### src/rtl/inst_enc_pkg.sv
// Shared types and constants for the RV32I instruction encoder: format codes,
// opcodes and immediate range limits.
package inst_enc_pkg;

    typedef enum logic [2:0] {
        FMT_R    = 3'd0,
        FMT_I    = 3'd1,
        FMT_I_SH = 3'd2,
        FMT_I_U  = 3'd3,
        FMT_S    = 3'd4,
        FMT_B    = 3'd5,
        FMT_U    = 3'd6,
        FMT_J    = 3'd7
    } fmt_e;

    localparam logic [6:0] OP_IMM = 7'b0010011;
    localparam logic [6:0] STORE  = 7'b0100011;
    localparam logic [6:0] BRANCH = 7'b1100011;
    localparam logic [6:0] LUI    = 7'b0110111;
    localparam logic [6:0] JAL    = 7'b1101111;
    localparam logic [6:0] OP     = 7'b0110011;

    localparam int IMM12_MIN = -2048;
    localparam int IMM12_MAX = 2047;
    localparam int IMMU_MAX  = 4095;
    localparam int SHAMT_MAX = 31;
    localparam int IMM13_MIN = -4096;
    localparam int IMM13_MAX = 4095;
    localparam int IMM21_MIN = -1048576;
    localparam int IMM21_MAX = 1048575;

    // True when imm, read as two's complement, lies in [lo, hi].
    function automatic logic in_srange(input logic [31:0] imm, input int lo, input int hi);
        return ($signed(imm) >= lo) && ($signed(imm) <= hi);
    endfunction

endpackage

### src/rtl/inst_encoder_if.sv
// Handshake bus of the encoder: decoded fields in, encoded word and address out.
interface inst_encoder_if #(
    parameter int ADDR_W = 10
);
    logic              in_valid;
    logic              in_ready;
    logic [2:0]        in_fmt;
    logic [6:0]        in_opcode;
    logic [2:0]        in_funct3;
    logic [6:0]        in_funct7;
    logic [4:0]        in_rd;
    logic [4:0]        in_rs1;
    logic [4:0]        in_rs2;
    logic [31:0]       in_imm;
    logic              out_valid;
    logic              out_ready;
    logic [31:0]       out_inst;
    logic [ADDR_W-1:0] out_addr;
    logic              out_err;

    modport master (
        output in_valid, in_fmt, in_opcode, in_funct3, in_funct7,
               in_rd, in_rs1, in_rs2, in_imm, out_ready,
        input  in_ready, out_valid, out_inst, out_addr, out_err
    );

    modport slave (
        input  in_valid, in_fmt, in_opcode, in_funct3, in_funct7,
               in_rd, in_rs1, in_rs2, in_imm, out_ready,
        output in_ready, out_valid, out_inst, out_addr, out_err
    );
endinterface

### src/rtl/imm_range_chk.sv
// Combinational check that an immediate is representable in the given format;
// also intended for reuse by the assembler-side checker.
module imm_range_chk
    import inst_enc_pkg::*;
(
    input  fmt_e        fmt_i,
    input  logic [31:0] imm_i,
    output logic        err_o
);
    always_comb begin
        err_o = 1'b1;
        case (fmt_i)
            FMT_R:          err_o = 1'b0;
            FMT_I, FMT_S:   err_o = !in_srange(imm_i, IMM12_MIN, IMM12_MAX);
            FMT_I_U:        err_o = (imm_i > 32'(IMMU_MAX));
            FMT_I_SH:       err_o = (imm_i > 32'(SHAMT_MAX));
            // Branch and jump offsets are halfword multiples; bit 0 is never encoded.
            FMT_B:          err_o = !in_srange(imm_i, IMM13_MIN, IMM13_MAX) || imm_i[0];
            FMT_J:          err_o = !in_srange(imm_i, IMM21_MIN, IMM21_MAX) || imm_i[0];
            FMT_U:          err_o = (imm_i[11:0] != 12'h000);
            default:        err_o = 1'b1;
        endcase
    end
endmodule

### src/rtl/inst_encoder.sv
// Packs decoded RV32I fields into instruction words and streams them out with
// sequential byte addresses through a single output register.
module inst_encoder
    import inst_enc_pkg::*;
#(
    parameter int                ADDR_W   = 10,
    parameter logic [ADDR_W-1:0] RST_ADDR = '0
) (
    input  logic              clk,
    input  logic              rst,
    inst_encoder_if.slave     bus,
    input  logic              base_load,
    input  logic [ADDR_W-1:0] base_addr,
    input  logic              err_clr,
    output logic              err_sticky
);
    logic              valid_q, valid_d;
    logic [31:0]       inst_q, inst_d;
    logic [ADDR_W-1:0] addr_q, addr_d;
    logic              err_q, err_d;
    logic [ADDR_W-1:0] cnt_q, cnt_d;
    logic              sticky_q, sticky_d;

    logic        accept;
    logic [31:0] enc_word;
    logic        range_err;
    fmt_e        fmt;

    assign fmt = fmt_e'(bus.in_fmt);

    imm_range_chk u_chk (
        .fmt_i (fmt),
        .imm_i (bus.in_imm),
        .err_o (range_err)
    );

    always_comb begin
        enc_word = 32'h0;
        case (fmt)
            FMT_R:   enc_word = {bus.in_funct7, bus.in_rs2, bus.in_rs1, bus.in_funct3,
                                 bus.in_rd, bus.in_opcode};
            FMT_I, FMT_I_U:
                     enc_word = {bus.in_imm[11:0], bus.in_rs1, bus.in_funct3,
                                 bus.in_rd, bus.in_opcode};
            FMT_I_SH:
                     enc_word = {bus.in_funct7, bus.in_imm[4:0], bus.in_rs1, bus.in_funct3,
                                 bus.in_rd, bus.in_opcode};
            FMT_S:   enc_word = {bus.in_imm[11:5], bus.in_rs2, bus.in_rs1, bus.in_funct3,
                                 bus.in_imm[4:0], bus.in_opcode};
            FMT_B:   enc_word = {bus.in_imm[12], bus.in_imm[10:5], bus.in_rs2, bus.in_rs1,
                                 bus.in_funct3, bus.in_imm[4:1], bus.in_imm[11], bus.in_opcode};
            FMT_U:   enc_word = {bus.in_imm[31:12], bus.in_rd, bus.in_opcode};
            FMT_J:   enc_word = {bus.in_imm[20], bus.in_imm[10:1], bus.in_imm[11],
                                 bus.in_imm[19:12], bus.in_rd, bus.in_opcode};
            default: enc_word = 32'h0;
        endcase
    end

    // A base load owns the counter this cycle, so no word may take an address.
    assign bus.in_ready = !base_load && (!valid_q || bus.out_ready);
    assign accept       = bus.in_valid && bus.in_ready;

    always_comb begin
        valid_d  = valid_q;
        inst_d   = inst_q;
        addr_d   = addr_q;
        err_d    = err_q;
        cnt_d    = cnt_q;
        sticky_d = sticky_q;

        if (accept) begin
            valid_d = 1'b1;
            inst_d  = enc_word;
            err_d   = range_err;
            addr_d  = cnt_q;
        end else if (bus.out_ready) begin
            valid_d = 1'b0;
        end

        if (base_load)
            cnt_d = base_addr;
        else if (accept)
            cnt_d = cnt_q + ADDR_W'(4);

        if (accept && range_err)
            sticky_d = 1'b1;
        else if (err_clr)
            sticky_d = 1'b0;
    end

    always_ff @(posedge clk or posedge rst) begin
        if (rst) begin
            valid_q  <= 1'b0;
            inst_q   <= 32'h0;
            addr_q   <= '0;
            err_q    <= 1'b0;
            cnt_q    <= RST_ADDR;
            sticky_q <= 1'b0;
        end else begin
            valid_q  <= valid_d;
            inst_q   <= inst_d;
            addr_q   <= addr_d;
            err_q    <= err_d;
            cnt_q    <= cnt_d;
            sticky_q <= sticky_d;
        end
    end

    assign bus.out_valid = valid_q;
    assign bus.out_inst  = inst_q;
    assign bus.out_addr  = addr_q;
    assign bus.out_err   = err_q;
    assign err_sticky    = sticky_q;
endmodule
### src/flat_wrapper.sv
// flat-port wrapper written by rule: the top's interface ports become plain ports
module inst_encoder_flat import inst_enc_pkg::*;
#(
    parameter int                ADDR_W   = 10,
    parameter logic [ADDR_W-1:0] RST_ADDR = '0
)
  (clk, rst, base_load, base_addr, err_clr, err_sticky, bus_in_valid, bus_in_fmt, bus_in_opcode, bus_in_funct3, bus_in_funct7, bus_in_rd, bus_in_rs1, bus_in_rs2, bus_in_imm, bus_out_ready, bus_in_ready, bus_out_valid, bus_out_inst, bus_out_addr, bus_out_err);
  inst_encoder_if #(.ADDR_W(ADDR_W)) bus_i ();
  input  logic clk;
  input  logic rst;
  input  logic base_load;
  input  logic [ADDR_W-1:0] base_addr;
  input  logic err_clr;
  output logic err_sticky;
  input wire logic [$bits(bus_i.in_valid)-1:0] bus_in_valid;
  input wire logic [$bits(bus_i.in_fmt)-1:0] bus_in_fmt;
  input wire logic [$bits(bus_i.in_opcode)-1:0] bus_in_opcode;
  input wire logic [$bits(bus_i.in_funct3)-1:0] bus_in_funct3;
  input wire logic [$bits(bus_i.in_funct7)-1:0] bus_in_funct7;
  input wire logic [$bits(bus_i.in_rd)-1:0] bus_in_rd;
  input wire logic [$bits(bus_i.in_rs1)-1:0] bus_in_rs1;
  input wire logic [$bits(bus_i.in_rs2)-1:0] bus_in_rs2;
  input wire logic [$bits(bus_i.in_imm)-1:0] bus_in_imm;
  input wire logic [$bits(bus_i.out_ready)-1:0] bus_out_ready;
  output wire logic [$bits(bus_i.in_ready)-1:0] bus_in_ready;
  output wire logic [$bits(bus_i.out_valid)-1:0] bus_out_valid;
  output wire logic [$bits(bus_i.out_inst)-1:0] bus_out_inst;
  output wire logic [$bits(bus_i.out_addr)-1:0] bus_out_addr;
  output wire logic [$bits(bus_i.out_err)-1:0] bus_out_err;
  assign bus_i.in_valid = bus_in_valid;
  assign bus_i.in_fmt = bus_in_fmt;
  assign bus_i.in_opcode = bus_in_opcode;
  assign bus_i.in_funct3 = bus_in_funct3;
  assign bus_i.in_funct7 = bus_in_funct7;
  assign bus_i.in_rd = bus_in_rd;
  assign bus_i.in_rs1 = bus_in_rs1;
  assign bus_i.in_rs2 = bus_in_rs2;
  assign bus_i.in_imm = bus_in_imm;
  assign bus_i.out_ready = bus_out_ready;
  assign bus_in_ready = bus_i.in_ready;
  assign bus_out_valid = bus_i.out_valid;
  assign bus_out_inst = bus_i.out_inst;
  assign bus_out_addr = bus_i.out_addr;
  assign bus_out_err = bus_i.out_err;
  inst_encoder #(.ADDR_W(ADDR_W), .RST_ADDR(RST_ADDR)) u_core (.clk(clk), .rst(rst), .bus(bus_i), .base_load(base_load), .base_addr(base_addr), .err_clr(err_clr), .err_sticky(err_sticky));
endmodule
### config.mk
export PLATFORM = sky130hd
export DESIGN_NAME = inst_encoder_flat
export DESIGN_NICKNAME = d
export VERILOG_FILES = /design/src/rtl/inst_enc_pkg.sv /design/src/rtl/inst_encoder_if.sv /design/src/rtl/imm_range_chk.sv /design/src/rtl/inst_encoder.sv /design/src/flat_wrapper.sv
export SDC_FILE = /design/constraint.sdc
export NUM_CORES = 1
export LEC_CHECK = 0
export ABC_AREA = 1
export ABC_CLOCK_PERIOD_IN_PS = 1600
export BUFFER_PORTS_ARGS = -buffer_cell sky130_fd_sc_hd__buf_2
export CORE_MARGIN = 2
export CORE_UTILIZATION = 48
export CTS_CLUSTER_SIZE = 30
export DETAILED_ROUTE_END_ITERATION = 10
export PLACE_DENSITY = 0.86
export SETUP_SLACK_MARGIN = 0.5
export SYNTH_ARGS = -nofsm -noshare
export SYNTH_HDL_FRONTEND = slang
export SYNTH_SLANG_ARGS = --single-unit
### constraint.sdc
create_clock -name clk -period 1.6 [get_ports clk]
set_input_delay 0.08 -clock clk [delete_from_list [all_inputs] [get_ports clk]]
set_output_delay 0.08 -clock clk [all_outputs]
set_load 0.01 [all_outputs]
==> results of run 1 <==
## layout make-up
| class | count | area [um2] | share of cell area (%) |
|---|---|---|---|
| Multi-Input combinational cell | 303 | 1545 | 34.82 |
| Sequential cell | 55 | 1376 | 31.01 |
| Timing Repair Buffer | 169 | 1112 | 25.06 |
| Inverter | 50 | 196.4 | 4.426 |
| Tap cell | 77 | 96.34 | 2.171 |
| Clock buffer | 6 | 72.57 | 1.635 |
| Clock inverter | 2 | 38.79 | 0.8740 |
## routing by layer
layer	routed length, um	share of wire, %	vias up	track usage, %
li1	-	-	1679	-
met1	3971	38	1713	34.36
met2	5269	51	205	49.31
met3	763	7.4	39	4.154
met4	348	3.4	0	7.038
met5	0	0	-	0
## power by group through the flow
stage	combinational, mW	clock, mW	sequential (mW)
final	1.23	0.958	1.78
after global placement	0.990	0	1.78
after detailed placement	1.03	0	1.79
after global routing	1.35	1.01	1.81
after floorplan	0.456	0	1.88
after CTS	1.14	0.949	1.77
## flip-flops by register name (all words and copies together), names as in the netlist
name                  flops
u_core.cnt_q             10
u_core.bus.out_err        1
u_core.bus.out_inst      32
u_core.bus.out_valid      1
u_core.err_sticky         1
u_core.bus.out_addr      10
## final timing paths
path / from / slack [ns] / end
max in group asynchronous: rst / 0.97 / u_core.bus.out_inst[8]
hold reg to reg: u_core.bus.out_inst[4] / 0.49 / u_core.bus.out_inst[4]
min in group asynchronous: rst / 0.37 / u_core.bus.out_addr[4]
setup reg to reg: u_core.bus.out_valid / 0.11 / u_core.cnt_q[9]
hold / removal: base_addr[3] / 0.002 / u_core.cnt_q[3]
setup / recovery: u_core.bus.out_valid / 0.11 / u_core.cnt_q[9]
## worst reg2reg max path: cells and delay by family, from the launching register on
kind,cells,cell delay [ns]
AOI/OAI and AO/OA,2,0.28
buffers and inverters,3,0.29
DFF,1,0.41
and+or+nand+nor,4,0.37
## cell families (layout without fill, tap and decap cells)
family | after synthesis | in the layout | synth area share, %
AO/OA/AOI/OAI | 75 | 75 | 15.51
XOR/XNOR | 3 | 3 | 0.8619
adder cells (fa/ha/maj) | 1 | 1 | 0.4103
buffers and inverters | 62 | 227 | 8.371
flip-flops | 55 | 55 | 45.14
AND/OR/NAND/NOR | 223 | 224 | 29.71
## synth_stat cells, types with 2 or more instances
cell type and n:
inv_2 2, nand3_1 22, o22ai_1 8, xor2_1 2, nand3b_1 3, o211ai_1 10, o221ai_1 5, nor2_1 41
a21oi_1 10, buf_2 7, clkbuf_1 3, nand2_1 148, dfrtp_1 55, nor3_1 2, a22oi_1 5, nor2_4 2
nand2_2 4, o21a_1 6, o21ai_0 26, inv_1 46
## what timing repair did
action	4_1_cts	5_1_grt
setup endpoints to repair	54	54
hold buffers	18	1
cloned	2	2
buffers inserted	7	3
pin swaps	12	24
hold endpoints to repair	72	1
gates resized for setup	29	28
## through the flow
step / instances / instance area (um2) / setup slack (ns) / total power, mW
2_1_floorplan: 419 / 3070 / 0.1963 / 2.336
3_3_place_gp: 621 / 3812 / 0.2437 / 2.775
3_5_place_dp: 621 / 3812 / 0.1702 / 2.820
4_1_cts: 656 / 4294 / 0.2750 / 3.859
5_1_grt: 662 / 4438 / 0.03943 / 4.163
6_report: 662 / 4438 / 0.1133 / 3.973
==> impl_metrics.toml, run 1 <==
[outcome]
status = "finished, final reports clean"

[timing]
drv_slew = 0
holdWs_ns = 0.001828
finalHoldViolCount = 0
fin_crit_sh_pct = 92.92
setup_violations = 0
setup_tns_ns = 0
slew_headroom_pct = 79.77
rsz0062_at_grt = "true"
fin_skew_ns = 0.01936
worst_pin_slew_ns = 0.3003
max_freq_ghz = 0.6726
layout_min_cycle_time_ns = 1.487

[floorplanning]
die_x_um = 83.70
core.rowCount = 29
die_y_um = 83.70
dieArea_mm2 = 0.007006
core_area_mm2 = 0.006241
ioPinCount = 129
floorplan.initialDensity_pct = 48.86

[critical_path]
path_depth = 9
start_kind = "flop"
crit_fanout = 5
crit_chain = "inv_2, nor2_2, nor2_4, buf_6, nand2_8, nand2_4, inv_1, a22oi_1, o21ai_1"
cp_slowest_cell = "dfrtp_1"
worstRegToRegCells = 9
cp_slowest_stage_delay_ns = 0.41
end_kind = "flop"
arrival_ns = 1.69
critPathRequiredTime_ns = 1.80
worst-path-buf-inv = 3
path_delay_family = "flip-flops"
path_class = "reg -> reg"

[clock_tree]
cts.sinks = 55
clkTransAtPathRegs_ns = 0.12
cts_tree = "built"
cts_made_buffers = 5
ctsHtreeMaxLevel = 2
cts.path.max_buffers = 2
clk_latency_ns = 0.32
root_buffer = "clkbuf_8"

[layout]
fillers = 467
n_antenna_cell = 0
area_growth_pct = 45.55
final_common_cell = "nand2_1"
final_net_count = 668
final_cell_mix = "nand2_1 (142), buf_2 (128), dfrtp_1 (55)"
drive_above_1_share_pct = 33.68
post-route-util_pct = 71.11

[grt]
grt-ovfl-total = 0
grt_pass1_vias = 3451
antenna_found_initial = 0
grt_pass1_wl_um = 15660
grt_util_all_layers_pct = 27.38
grt_max_degree = 56

[power]
cell_internal_pwr_mw = 2.654
p_sw_mw = 1.319
p_seq_share_pct = 44.8
p_clk_share_pct = 24.1
ir_drop_mv = 0.6909
p_per_area_mw_per_mm2 = 895.1
p_leak_nw = 2.335
swShare_pct = 33.20
power_frac_comb_pct = 31.1

[logic_synthesis]
ys_types = 32
yosysWarnings = 0
async_flop_share_pct = 100.0
syn_avg_cell_area_um2 = 7.277
seq_area_frac_synth_pct = 45.14
synth.largest_area_cell = "dfrtp_1"
ys.flop_type = "dfrtp_1"
syn-cell-area_mm2 = 0.003049
synth_top_area_share_pct = 45.14
ys_ff_latch = 55
syn_nets = 503
synth_edf_count = 0
syn_inst = 419
ys_top_cells_by_area = "dfrtp_1 (45%), nand2_1 (18%), inv_1 (5.7%)"

[drt]
ant_nets = 0
wirelength_um = 10350
drt_iter0_drc = 319
dr.pass1.iters = 5
vias_per_cell = 5.492
wl_per_cell_um = 15.64
num_vias = 3636
drc = 0

[place]
dp_hpwl_um = 6812
io_buffers = 128
gp_congestion = 0.9636

[run]
drv_cap = 0

[worst_hold_path]
hold_depth = 3
hold_path.class = "in -> reg"
(Power assumes the default switching activity.)
==> run 2: changes to the inputs <==
--- a/config.mk
+++ b/config.mk
@@ -9,11 +9,12 @@
 export ABC_CLOCK_PERIOD_IN_PS = 1600
 export BUFFER_PORTS_ARGS = -buffer_cell sky130_fd_sc_hd__buf_2
 export CORE_MARGIN = 2
-export CORE_UTILIZATION = 48
+export CORE_UTILIZATION = 49
 export CTS_CLUSTER_SIZE = 30
 export DETAILED_ROUTE_END_ITERATION = 10
-export PLACE_DENSITY = 0.86
+export PLACE_DENSITY = 0.87
 export SETUP_SLACK_MARGIN = 0.5
 export SYNTH_ARGS = -nofsm -noshare
 export SYNTH_HDL_FRONTEND = slang
+export SYNTH_HIERARCHICAL = 1
 export SYNTH_SLANG_ARGS = --single-unit
==> impl_metrics.toml, run 2 <==
[place]
dp_cells = 659
place_area_mm2 = 0.004030
dp_hpwl_um = 7031
gp_congestion = 0.8886
io_buffers = 128
place_ws_ns = 0.2184

[timing]
slew_headroom_pct = 69.03
fin_crit_sh_pct = 82.68
setup_tns_ns = 0
finalHoldViolCount = 0
fin_skew_ns = 0.01095
rsz0062_at_grt = "true"
layout_min_cycle_time_ns = 1.323
fin_ws_ns = 0.2771
drv_slew = 0
holdWs_ns = 0.01699
setup_violations = 0
max_freq_ghz = 0.7559
worst_pin_slew_ns = 0.4645

[layout]
n_antenna_cell = 0
area_growth_pct = 42.46
final_cell_mix = "nand2_1 (154), buf_2 (127), dfrtp_1 (53)"
final_cells = 700
largest_reg_flops = 32
final_common_cell = "nand2_1"
final_area_mm2 = 0.004634
post-route-util_pct = 72.57
final_net_count = 706
drive_above_1_share_pct = 33.07

[floorplanning]
floorplan.initialDensity_pct = 50.94
core.rowCount = 29
dieArea_mm2 = 0.007307
ioPinCount = 129
die_y_um = 85.48
die_x_um = 85.48
core_area_mm2 = 0.006386

[critical_path]
path_depth = 6
crit-reg2reg-capture = "u_core/cnt_q[5]"
start_kind = "flop"
end_kind = "flop"
crit_fanout = 32
ff2ff_setup_slack_ns = 0.28
cp_slowest_cell = "dfrtp_1"
crit_chain = "nand2_2, nand3_4, buf_6, a21oi_1, o21ai_0, nand3_1"
critPathRequiredTime_ns = 1.86
startpoint = "u_core/bus.out_valid"
crit_end = "u_core/cnt_q[5]"
worstRegToRegCells = 6
r2r-start = "u_core/bus.out_valid"
worst-path-buf-inv = 1
path_class = "reg -> reg"
arrival_ns = 1.58
cp_slowest_stage_delay_ns = 0.41
path_delay_family = "flip-flops"

[drt]
vias_per_cell = 5.319
num_vias = 3723
wirelength_um = 10760
dr.pass1.iters = 5
ant_nets = 0
drt_iter0_drc = 321
wl_per_cell_um = 15.37
drc = 0

[clock_tree]
root_buffer = "clkbuf_8"
ctsHtreeMaxLevel = 2
cts.path.max_buffers = 2
clkTransAtPathRegs_ns = 0.11
cts_tree = "built"
cts_made_buffers = 5
clk_latency_ns = 0.32
cts.sinks = 55

[power]
p_total_mw = 4.014
p_leak_nw = 2.442
p_per_area_mw_per_mm2 = 866.2
ir_drop_mv = 0.7280

[logic_synthesis]
seq_area_frac_synth_pct = 42.31
syn-cell-area_mm2 = 0.003253
synth.largest_area_cell = "dfrtp_1"
ys_top_cells_by_area = "dfrtp_1 (42%), nand2_1 (19%), inv_1 (5.8%)"
async_flop_share_pct = 100.0
synth_edf_count = 0
yosysMostFrequentCell = "nand2_1"
syn_avg_cell_area_um2 = 7.026
ys_ff_latch = 55
syn_nets = 547
ys_top_cells_by_count = "nand2_1 (161), dfrtp_1 (55), inv_1 (50)"
syn_inst = 463
synth_top_area_share_pct = 42.31
ys_types = 30
ys.flop_type = "dfrtp_1"
yosysWarnings = 6

[worst_hold_path]
hold_path.class = "in -> reg"
hold_depth = 3

[grt]
grt_pass1_wl_um = 16650
grt_pass1_vias = 3517
antenna_found_initial = 0
grt_util_all_layers_pct = 28.55
grt-ovfl-total = 0
grt_max_degree = 56

[outcome]
status = "finished, final reports clean"

[run]
drv_cap = 0
[run 2: logic make-up after synthesis]
group | share of synthesized area, %
simple gates | 33.73
compound gates | 13.96
buf+inv | 9.077
flops | 42.31
xor+xnor | 0.5386
fa+ha+maj | 0.3846
[run 2: area by class of cell]
cell class	count	area (um2)
fill	500	1752
inverter	51	202.7
multi-input combinational	339	1728
tap	77	96.34
clock buffer	6	72.57
timing repair inverter	1	11.26
sequential	55	1379
timing repair buffer	169	1106
clock inverter	2	38.79
[run 2: repair_timing]
action / in CTS / in global routing
hold endpoints to repair: 71 / 1
setup endpoints to repair: 46 / 54
buffers inserted: 9 / 3
hold buffers: 17 / 1
cloned: 2 / 1
pin swaps: 5 / 8
resized for setup: 15 / 26
[run 2: worst min-delay path by stage]
| stage | start | endpoint | slack (ns) |
|---|---|---|---|
| 6_report | bus_in_funct7[5] | u_core/bus.out_inst[30] | 0.02 |
| 5_1_grt | bus_in_funct7[0] | u_core/bus.out_inst[25] | 0.03 |
| 4_1_cts | base_addr[9] | u_core/cnt_q[9] | 0.002 |
| 3_5_place_dp | rst | u_core/bus.out_inst[12] | 0.18 |
| 3_3_place_gp | rst | u_core/bus.out_inst[11] | 0.18 |
| 2_1_floorplan | rst | u_core/bus.out_addr[0] | 0.15 |
[run 2: worst register-to-register path, cell delays in order (launching register included)]
cell and delay [ns]:
dfrtp_1 0.41, nand2_2 0.11, nand3_4 0.15, buf_6 0.24
a21oi_1 0.17, o21ai_0 0.12, nand3_1 0.08
[run 2: metal layers]
metal,routed length [um],global-route usage (%)
met5,0,0
met4,141,7.071
met3,785,4.183
met2,5385,50.07
met1,4449,37.13
[run 2: power by group]
part / internal, mW / switching, mW
Clock: 0.474 / 0.477
Combinational: 0.586 / 0.696
Sequential: 1.62 / 0.160
